File: config.mk
export PLATFORM = sky130hd
export DESIGN_NAME = mii_net_tx_fcs
export DESIGN_NICKNAME = d
export VERILOG_FILES = /design/src/rtl/mii_net_pkg.sv /design/src/rtl/mii_net_crc32_byte.sv /design/src/rtl/mii_net_tx_fcs.sv
export SDC_FILE = /design/constraint.sdc
export NUM_CORES = 1
export LEC_CHECK = 0
export ABC_AREA = 1
export BUFFER_PORTS_ARGS = -buffer_cell sky130_fd_sc_hd__buf_2
export CAP_MARGIN = 20
export CORE_ASPECT_RATIO = 1.2
export CORE_MARGIN = 5
export CORE_UTILIZATION = 60
export DETAILED_ROUTE_END_ITERATION = 10
export PLACE_DENSITY = 0.8
export SLEW_MARGIN = 10
export SYNTH_ARGS = -nofsm -noshare
export SYNTH_HDL_FRONTEND = slang
export SYNTH_HIERARCHICAL = 1
export SYNTH_SLANG_ARGS = --single-unit
File: constraint.sdc
create_clock -name i_clk -period 2.31 [get_ports i_clk]
set_clock_uncertainty 0.2 [all_clocks]
set_input_delay 0.1155 -clock i_clk [delete_from_list [all_inputs] [get_ports i_clk]]
set_output_delay 0.1155 -clock i_clk [all_outputs]
set_load 0.02 [all_outputs]
File: src/rtl/mii_net_pkg.sv
// Shared types and CRC-32 helpers for the MII TX frame path.
package mii_net_pkg;

  typedef enum logic [2:0] {
    IDLE,
    DATA,
    PAD,
    FCS,
    IFG
  } tx_fcs_state_t;

  localparam logic [31:0] CRC32_POLY_REFL = 32'hEDB88320;
  localparam logic [31:0] CRC32_INIT      = 32'hFFFFFFFF;

  // Entry of the reflected byte-wise CRC-32 lookup table.
  function automatic logic [31:0] crc32_tbl(input logic [7:0] idx);
    logic [31:0] c;
    c = {24'h000000, idx};
    for (int unsigned i = 0; i < 8; i++) begin
      c = c[0] ? ((c >> 1) ^ CRC32_POLY_REFL) : (c >> 1);
    end
    return c;
  endfunction

endpackage

File: src/rtl/mii_net_crc32_byte.sv
// Byte-wide reflected CRC-32 register; en folds a byte, init reloads all-ones.
module mii_net_crc32_byte
  import mii_net_pkg::*;
(
  input  logic        i_clk,
  input  logic        i_reset_n,
  input  logic        i_init,
  input  logic        i_en,
  input  logic [7:0]  i_byte,
  output logic [31:0] o_crc
);

  logic [31:0] crc_q, crc_d;

  always_comb begin
    crc_d = crc_q;
    if (i_en) begin
      crc_d = crc32_tbl(crc_q[7:0] ^ i_byte) ^ (crc_q >> 8);
    end else if (i_init) begin
      crc_d = CRC32_INIT;
    end
  end

  always_ff @(posedge i_clk or negedge i_reset_n) begin
    if (!i_reset_n) crc_q <= CRC32_INIT;
    else            crc_q <= crc_d;
  end

  assign o_crc = crc_q;

endmodule

File: src/rtl/mii_net_tx_fcs.sv
// TX frame sequencer: forwards payload, appends CRC-32 FCS, enforces IFG.
// Optional zero padding to MIN_FRAME when MII_NET_TX_PAD_EN is defined.
module mii_net_tx_fcs
  import mii_net_pkg::*;
#(
  parameter int unsigned IFG_CYCLES = 12,
  parameter int unsigned LEN_W      = 16,
  parameter int unsigned MIN_FRAME  = 60
) (
  input  logic             i_clk,
  input  logic             i_reset_n,
  input  logic [7:0]       i_s_data,
  input  logic             i_s_valid,
  input  logic             i_s_last,
  output logic             o_s_ready,
  output logic [7:0]       o_m_data,
  output logic             o_m_valid,
  output logic             o_m_last,
  input  logic             i_m_ready,
  output logic             o_busy,
  output logic             o_frame_done,
  output logic [LEN_W-1:0] o_frame_len
);

  localparam int unsigned      IFG_W   = (IFG_CYCLES > 1) ? $clog2(IFG_CYCLES) : 1;
  localparam logic [LEN_W-1:0] LEN_MAX = '1;

  tx_fcs_state_t    state_q, state_d;
  logic [LEN_W-1:0] len_q, len_d, frame_len_q, frame_len_d, len_inc;
  logic [LEN_W:0]   len_plus_fcs;
  logic [IFG_W-1:0] ifg_q, ifg_d;
  logic [1:0]       idx_q, idx_d;
  logic             done_q, done_d, run_q;
  logic [7:0]       m_data_q, m_data_d;
  logic             m_valid_q, m_valid_d, m_last_q, m_last_d;
  logic             load_ok, s_ready, s_hs, last_hs;
  logic             load, load_last, crc_en, crc_init;
  logic [7:0]       load_data, crc_byte;
  logic [31:0]      crc, fcs;
  tx_fcs_state_t    tail_state;

  assign load_ok      = !m_valid_q | i_m_ready;
  assign s_hs         = i_s_valid & s_ready;
  assign last_hs      = m_valid_q & m_last_q & i_m_ready;
  assign len_inc      = (len_q == LEN_MAX) ? len_q : len_q + LEN_W'(1);
  assign len_plus_fcs = {1'b0, len_q} + (LEN_W+1)'(4);
  assign fcs          = ~crc;

`ifdef MII_NET_TX_PAD_EN
  localparam logic [LEN_W-1:0] MIN_LEN = LEN_W'(MIN_FRAME);
  logic [LEN_W-1:0] len_next;
  assign len_next   = (state_q == IDLE) ? LEN_W'(1) : len_inc;
  assign tail_state = (len_next < MIN_LEN) ? PAD : FCS;
`else
  assign tail_state = FCS;
`endif

  mii_net_crc32_byte u_crc (
    .i_clk     (i_clk),
    .i_reset_n (i_reset_n),
    .i_init    (crc_init),
    .i_en      (crc_en),
    .i_byte    (crc_byte),
    .o_crc     (crc)
  );

  always_ff @(posedge i_clk or negedge i_reset_n) begin
    if (!i_reset_n) begin
      state_q     <= IDLE;
      len_q       <= '0;
      frame_len_q <= '0;
      ifg_q       <= '0;
      idx_q       <= '0;
      done_q      <= 1'b0;
      run_q       <= 1'b0;
    end else begin
      state_q     <= state_d;
      len_q       <= len_d;
      frame_len_q <= frame_len_d;
      ifg_q       <= ifg_d;
      idx_q       <= idx_d;
      done_q      <= done_d;
      run_q       <= 1'b1;
    end
  end

  always_comb begin
    state_d     = state_q;
    len_d       = len_q;
    frame_len_d = frame_len_q;
    ifg_d       = ifg_q;
    idx_d       = idx_q;
    done_d      = 1'b0;
    unique case (state_q)
      IDLE, DATA: begin
        if (s_hs) begin
          len_d = (state_q == IDLE) ? LEN_W'(1) : len_inc;
          if (i_s_last) begin
            state_d = tail_state;
            idx_d   = '0;
          end else begin
            state_d = DATA;
          end
        end
      end
`ifdef MII_NET_TX_PAD_EN
      PAD: begin
        if (load_ok) begin
          len_d = len_inc;
          if (len_inc >= MIN_LEN) begin
            state_d = FCS;
            idx_d   = '0;
          end
        end
      end
`endif
      FCS: begin
        // The last FCS byte is only retired by its handshake, never overwritten.
        if (last_hs) begin
          done_d      = 1'b1;
          frame_len_d = len_plus_fcs[LEN_W] ? LEN_MAX : len_plus_fcs[LEN_W-1:0];
          ifg_d       = IFG_W'(IFG_CYCLES - 1);
          state_d     = IFG;
        end else if (load_ok) begin
          idx_d = idx_q + 2'd1;
        end
      end
      IFG: begin
        if (ifg_q == '0) state_d = IDLE;
        else             ifg_d   = ifg_q - IFG_W'(1);
      end
      default: state_d = IDLE;
    endcase
  end

  always_comb begin
    s_ready   = 1'b0;
    load      = 1'b0;
    load_data = '0;
    load_last = 1'b0;
    crc_en    = 1'b0;
    crc_init  = 1'b0;
    crc_byte  = i_s_data;
    unique case (state_q)
      IDLE, DATA: begin
        // run_q keeps o_s_ready low while reset is held.
        s_ready   = load_ok & run_q;
        load      = i_s_valid & s_ready;
        load_data = i_s_data;
        crc_en    = load;
      end
      PAD: begin
        load     = load_ok;
        crc_en   = load_ok;
        crc_byte = '0;
      end
      FCS: begin
        load      = load_ok & !(m_valid_q & m_last_q);
        load_data = fcs[{idx_q, 3'b000} +: 8];
        load_last = (idx_q == 2'd3);
      end
      IFG:     crc_init = 1'b1;
      default: crc_init = 1'b1;
    endcase
  end

  always_comb begin
    m_data_d  = m_data_q;
    m_valid_d = m_valid_q;
    m_last_d  = m_last_q;
    if (load) begin
      m_data_d  = load_data;
      m_valid_d = 1'b1;
      m_last_d  = load_last;
    end else if (i_m_ready) begin
      m_valid_d = 1'b0;
      m_last_d  = 1'b0;
    end
  end

  always_ff @(posedge i_clk or negedge i_reset_n) begin
    if (!i_reset_n) begin
      m_data_q  <= '0;
      m_valid_q <= 1'b0;
      m_last_q  <= 1'b0;
    end else begin
      m_data_q  <= m_data_d;
      m_valid_q <= m_valid_d;
      m_last_q  <= m_last_d;
    end
  end

  assign o_s_ready    = s_ready;
  assign o_m_data     = m_data_q;
  assign o_m_valid    = m_valid_q;
  assign o_m_last     = m_last_q;
  assign o_busy       = (state_q != IDLE);
  assign o_frame_done = done_q;
  assign o_frame_len  = frame_len_q;

endmodule

==> reports/qor.csv <==
metric,value,unit
status,completed,
Inserted Diodes,0,
GR Layer Usage met2,48.5,%
CP Class,register to register,
Post-synth EDFFs,0,
Setup-failing EPs final,0,
CTS tree,yes,
initial drt markers,365,
crit path max fanout,4,
Max VDD drop,0.000552,V
"most common cell after layout, fill and taps aside",nand2_1,
GPL Wtd Cong,0.924,
total CTS buffers,9,
setup slack after layout,0.0519,ns
Die Y,117,um
M1 GR Usage,30.1,%
Leak,0.00355,uW
routed length per instance,15.9,um
most frequent cells in the layout,"nand2_1, inv_1, nand3_1",
Worst Tran Pin Value,0.769,ns
Cells after Synth,807,
Final Cycle Share,97.8,%
io pins,42,
placed instance area,6140,sq um
"Seq/Total Area, Yosys",37.9,%
die width,99.1,um
max-slew violations,0,
Syn Std Cell Area,5710,sq um
"Cell Count, Final, Fillers Out",1011,
core footprint,9420,sq um
"Clk pin slew, worst setup/hold paths",0.07,ns
initial antenna violation count,0,
nets@finish,901,
crit path launch type,register,
input/output buffers,41,
PD cells,1240,nW/um^2
syn_nets,825,
WP data required,2.41,ns
pre-CTS setup slack,-0.0533,ns
synth warn,6,
fmax,0.443,GHz
GR peak layer,met2,
CTS H-tree depth,3,
Max transition margin,48.5,%
top-area cell type share of the netlist area,23.2,%
Hold Crit Class,primary input to async pin,
initial core utilization,60.6,%
Max Cap Viol,0,
synth top area cells,"dfrtp_1, nand2_1, dfstp_2, inv_1, nand3_1",
largest net degree at the start of global routing,44,
routed vias/inst,5.60,
CTS Buffer Depth,2,
full die area,11600,sq um
vias after detailed routing,5660,
Cell variety after synth,45,
Yosys reg bits,85,
Util after Layout,71.8,%
Placed Cells incl. Taps,971,
Final Hold Viols,0,
clk_lat worst skew,0.35,ns
Final ANT Viol Nets,0,
Rows,39,
syn_area_per_cell,7.08,sq um
GRT Util Overall,27.2,%
cell area after layout,6760,sq um
layout cells sized above 1,23.6,%
Arrival @ worst endpoint,2.36,ns
fraction of registers with async set/reset,100,%
CTS Sinks,85,
Layout area overhead,18.4,%
met3 usage,5.63,%
drt drc,0,
Tmin final,2.26,ns
root buf cell,clkbuf_16,
TritonRoute pass-1 iters,5,
dpl hpwl,10900,um
Tot Pwr,8380,uW
CP endpoint kind,register,
routed wire length,16000,um
RSZ-0062 raised after global routing,true,
ys flop type,dfrtp_1,
grt total ovfl,0,
vias in the first global route,5511,
Synth area leader,dfrtp_1,
first-pass GRT wire length,25100,um
[Yosys cell counts, types with 7 or more instances]
cell	count
or2_2	11
nand4_1	9
nand2_4	7
dfrtp_1	53
nand2_2	22
xor2_1	23
xnor2_1	9
dfstp_2	32
nand3_1	79
buf_2	8
o22ai_1	14
inv_1	116
nand2_1	239
a21oi_1	18
o21ai_1	10
nor2_1	69
o21ai_0	26
o21a_1	8
[cells by family (layout without fill, tap and decap cells)]
family,after synthesis,after routing,share of synthesized area (%)
AOI/OAI and AO/OA,84,84,8.57
xor gates and xnor gates,37,37,6.53
adders and majority gates,5,5,1.10
buffers and inverters,146,225,10.4
DFF,85,85,37.9
other,1,1,0.0657
and+or+nand+nor,449,451,35.4
[area by class of cell]
class / instances / area [sq um]
multi-input combinational: 578 / 3090
clock inverter: 4 / 32.5
timing repair buffer: 85 / 591
inverter: 124 / 473
tap: 123 / 154
sequential: 85 / 2170
clock buffer: 12 / 256
fill: 718 / 2660
[repair_timing]
action | in CTS | in global routing
setup endpoints to repair | 4 | 17
setup buffers | 0 | 11
gates cloned | 0 | 2
hold buffers | 11 | 0
endpoints found under the hold margin | 75 | 0
pin swaps | 0 | 9
gates resized for setup | 2 | 32
[through the flow]
| stage | TNS (ns) | hold slack [ns] |
|---|---|---|
| 2_1_floorplan | 0 | -0.380 |
| 3_3_place_gp | 0 | -0.154 |
| 3_5_place_dp | -0.0624 | -0.156 |
| 4_1_cts | 0 | 0.0321 |
| 5_1_grt | -0.328 | 0.0539 |
| 6_report | 0 | 0.0217 |
[power breakdown]
group / internal, uW / total, uW / switching, uW / leakage, uW
sequential: 2100 / 2520 / 425 / 0.00104
clock: 794 / 1420 / 626 / 0.000135
combinational: 1670 / 4440 / 2760 / 0.00237
[worst max-delay path, cell delays in order (launching register included)]
cell and delay [ns]:
dfrtp_1 0.37, inv_2 0.06, nor2_4 0.19, nand2_4 0.10, nand2_1 0.07, inv_1 0.06
inv_1 0.08, nand2_1 0.05, nand2_1 0.16, nand2_1 0.10, nand2_2 0.14, xor2_1 0.22
a21oi_1 0.10, o21ai_0 0.11, o21ai_0 0.14, inv_1 0.07
[sequential cells by signal, indices dropped and copies added, names as in the netlist]
register      flops
idx_q             2
o_m_data          8
ifg_q             4
state_q           3
u_crc/o_crc      32
o_m_last          1
o_frame_done      1
run_q             1
len_q            16
o_m_valid         1
o_frame_len      16
[layer usage]
metal / vias up / part of all wire (%) / wire length, um
li1: 2648 / - / -
met1: 2664 / 37 / 5940
met2: 267 / 51 / 8110
met3: 81 / 6.7 / 1070
met4: 0 / 5.7 / 907
met5: - / 0 / 0
[worst paths after layout]
check,end,from,depth (start not counted),slack [ns]
worst max-delay path,u_crc/o_crc[25],state_q[1],15,0.05
worst max register to register,u_crc/o_crc[25],state_q[1],15,0.05
min in group i_clk,state_q[0],i_s_valid,4,0.06
worst min-delay path,len_q[5],i_reset_n,2,0.02
max in group asynchronous,u_crc/o_crc[7],i_reset_n,3,1.26
worst min register to register,o_frame_len[11],o_frame_len[11],2,0.28
Power figures use the tool's default switching activity.
